**src/rtl/checker_pkg.sv**
```systemverilog
// Shared types for the store-stream checker: FSM states, failure codes and
// the expected-store table entry.
package checker_pkg;

  typedef enum logic [1:0] {
    IDLE = 2'd0,
    RUN  = 2'd1,
    PASS = 2'd2,
    FAIL = 2'd3
  } state_t;

  typedef enum logic [1:0] {
    FC_NONE    = 2'b00,
    FC_DATA    = 2'b01,
    FC_ADDR    = 2'b10,
    FC_TIMEOUT = 2'b11
  } fail_code_t;

  typedef struct packed {
    logic [31:0] adr;
    logic [31:0] data;
  } exp_entry_t;

endpackage

```
**src/rtl/exp_table.sv**
```systemverilog
// Expected-store table: DEPTH entries filled in order, read combinationally
// by index. Tracks how many entries are loaded and flags load attempts made
// while the table is already full.
module exp_table
  import checker_pkg::*;
#(
  parameter int DEPTH = 8,
  localparam int IW = $clog2(DEPTH),
  localparam int CW = IW + 1
) (
  input  logic          clk,
  input  logic          reset,
  input  logic          wr,
  input  exp_entry_t    wr_entry,
  input  logic [IW-1:0] rd_idx,
  output exp_entry_t    rd_entry,
  output logic [CW-1:0] count,
  output logic          full,
  output logic          load_ovf
);

  exp_entry_t mem [DEPTH];

  assign full     = (count == CW'(DEPTH));
  assign rd_entry = mem[rd_idx];

  // Entry count and sticky overflow flag; a write into a full table is dropped.
  always_ff @(posedge clk) begin
    if (reset) begin
      count    <= '0;
      load_ovf <= 1'b0;
    end else if (wr) begin
      if (full) load_ovf <= 1'b1;
      else      count    <= count + CW'(1);
    end
  end

  // Table storage; contents are don't-care until loaded, so no reset.
  always_ff @(posedge clk) begin
    if (wr && !full) mem[count[IW-1:0]] <= wr_entry;
  end

endmodule

```
**config.mk**
```make
export PLATFORM = sky130hd
export DESIGN_NAME = exp_table
export DESIGN_NICKNAME = d
export VERILOG_FILES = /design/src/rtl/checker_pkg.sv /design/src/rtl/exp_table.sv
export SDC_FILE = /design/constraint.sdc
export NUM_CORES = 1
export LEC_CHECK = 0
export CAP_MARGIN = 20
export CELL_PAD_IN_SITES_DETAIL_PLACEMENT = 0
export CELL_PAD_IN_SITES_GLOBAL_PLACEMENT = 1
export CORE_AREA = 10 10 205 207
export DETAILED_ROUTE_END_ITERATION = 6
export DIE_AREA = 0 0 215 217
export PLACE_DENSITY_LB_ADDON = 0.1
export SYNTH_ARGS = -nofsm -noshare
export SYNTH_HDL_FRONTEND = slang
export SYNTH_SLANG_ARGS = --single-unit
```
**constraint.sdc**
```tcl
create_clock -name clk -period 8.5 [get_ports clk]
set_clock_uncertainty 0.15 [all_clocks]
set_input_delay 0.85 -clock clk [delete_from_list [all_inputs] [get_ports clk]]
set_output_delay 0.85 -clock clk [all_outputs]
set_load 0.05 [all_outputs]
```
==> impl_metrics.json <==
{
  "antenna_found_initial": 2,
  "hold_slack_ps": 341,
  "rsz0062_at_grt": "no",
  "p_leak_nw": 7.24,
  "final_cell_mix": "512 x edfxtp_1, 136 x clkdlybuf4s50_1, 128 x mux4_2",
  "die_h_um": 217,
  "root_buffer": "clkbuf_16",
  "dr.pass1.iters": 4,
  "worstPathCellList": "clkbuf_8, buf_4, mux4_2, mux2_2, clkdlybuf4s50_1",
  "start_kind": "primary input",
  "route.vias.total": 8585,
  "setup_viol": 0,
  "synth_area_leaders": "edfxtp_1 79%, mux4_2 15%, mux2_2 3.8%, buf_6 0.69%, dfxtp_1 0.51%",
  "yosys_warnings": 0,
  "post_drt_wl_per_cell_um": 26.1,
  "mappedNetlistNets": 851,
  "crit_family": "buffers and inverters",
  "holdCritPathClass": "flip-flop to flip-flop",
  "worstPathArrival_ps": 3930,
  "clk_latency_ps": 570,
  "drt-vias-per-instance": 5.69,
  "ant_nets": 0,
  "numCtsBuffers": 51,
  "yosys.cell_types.count": 22,
  "worst_pin_slew_ps": 1010,
  "max_cap_viol_count": 0,
  "critPathRequiredTime_ps": 7500,
  "cp_num_buf_inv": 3,
  "cts_max_path_buffers": 3,
  "final_max_slew_viol_count": 0,
  "max_stage_delay_ps": 730,
  "cts_max_level": 2,
  "cts_tree": "built",
  "worst_slack_ps": 3570,
  "crit_type": "primary input to output pin",
  "dieArea_mm2": 0.0467,
  "track_usage": 0.170,
  "power_density_mw_per_mm2": 236,
  "syn_avg_cell_area_um2": 25.0,
  "layout-drive-gt1-share": 0.285,
  "rows": 72,
  "path_clk_slew_ps": 60,
  "final_common_cell": "edfxtp_1",
  "critPathMaxFanout": 74,
  "place_inst": 1415,
  "synthCells": 779,
  "cts.hold.buffers_added": 0,
  "grt_pass1_vias": 9512,
  "relSlewSlack": 0.329,
  "min_period_ps": 4930,
  "drc": 0,
  "grt_max_degree": 77,
  "start_util": 0.512,
  "cts.sinks": 517,
  "fin_cells": 1509,
  "gp_congestion": 0.716,
  "overflow": 0,
  "coreArea_mm2": 0.0381,
  "port_buffers": 139,
  "vdd_drop_max_uv": 175,
  "nets": 1023,
  "cts_resized": 0,
  "timing.final.crit_share": 0.580,
  "io_pins": 140,
  "clock.fmax_mhz": 203,
  "drtIter0Drc": 590,
  "hpwl_um": 21400,
  "ys_ff_latch": 517,
  "yosysSeqAreaShare": 0.793,
  "netlist.area_leader.share": 0.788,
  "finalSetupTns_ps": 0,
  "pre_cts_ws_ps": 3480,
  "grt_pass1_wl_um": 59300,
  "wl_um": 39300,
  "cpMaxStageDelayCell": "clkdlybuf4s50_1",
  "finalPower_mw": 5.44,
  "area_delta_synth_final_pct": 18.4,
  "cts_setup_buffers": 0,
  "die_x_um": 215,
  "status": "complete, no violations",
  "syn-cell-area_mm2": 0.0195,
  "cp-end-kind": "output pin",
  "hold_violations": 0,
  "synth_area_leader_cell": "edfxtp_1"
}
[final cells by class]
| class | count | area [um2] |
|---|---|---|
| Timing Repair Buffer | 154 | 1520 |
| Tap cell | 518 | 648 |
| Inverter | 2 | 7.51 |
| Multi-Input combinational cell | 225 | 3840 |
| Antenna cell | 1 | 2.50 |
| Sequential cell | 517 | 15500 |
| Clock inverter | 27 | 214 |
| Fill cell | 2595 | 15000 |
| Clock buffer | 65 | 1370 |
[cell usage after synthesis]
master,count
a21oi_1,3
and3b_1,1
buf_1,10
buf_2,3
buf_4,2
buf_6,12
clkbuf_1,8
dfxtp_1,5
edfxtp_1,512
ha_1,2
inv_1,2
mux2_2,65
mux2i_1,1
mux4_2,128
nand2_1,7
nand2b_1,2
nand3b_1,1
nor2_1,9
nor2b_1,1
nor3_1,2
o21ai_0,1
or3_1,2
[cells by family after synthesis]
group	Yosys count	share of synthesized area
flip-flops	517	0.793
multiplexers	194	0.186
buffers and inverters	37	0.0123
AND/OR/NAND/NOR	25	0.00603
AO/OA/AOI/OAI	4	0.00103
adder cells (fa/ha/maj)	2	0.00128
[state kept, by name (all words and copies together), names as in the netlist]
| signal | cells |
|---|---|
| mem | 512 |
| count | 4 |
| load_ovf | 1 |
[where the power goes]
group / leakage, nW / total, mW / internal, mW / switching, mW
logic: 1.78 / 0.440 / 0.176 / 0.264
clock network: 0.774 / 2.12 / 1.25 / 0.872
registers: 4.69 / 2.88 / 2.87 / 0.0143
[tightest hold or removal path: stages (launching register included)]
cell and delay (ps):
dfxtp_1 330, a21oi_1 50, nor2_1 70
[final timing paths]
check	cells after the start	slack, ps	from	endpoint
setup / recovery	5	3570	rd_idx[0]	rd_entry[13]
hold / removal	2	340	load_ovf	load_ovf
setup reg to reg	6	5310	count[0]	mem[2][61]
hold reg to reg	2	340	load_ovf	load_ovf
[per-layer routing]
| layer | track usage | vias to the layer above | wire (um) |
|---|---|---|---|
| met5 | 0 | - | 22 |
| li1 | - | 3700 | - |
| met4 | 0.0542 | 4 | 834 |
| met3 | 0.0318 | 59 | 1800 |
| met1 | 0.211 | 4628 | 15900 |
| met2 | 0.298 | 194 | 20700 |
[per-stage QoR]
step | instance area, um2 | util
after global routing | 23100 | 0.606
final | 23100 | 0.606
after detailed placement | 21500 | 0.563
after CTS | 23100 | 0.605
after floorplan | 19500 | -
after global placement | 21500 | 0.563
Note: power is estimated with default switching activity, not from simulation.
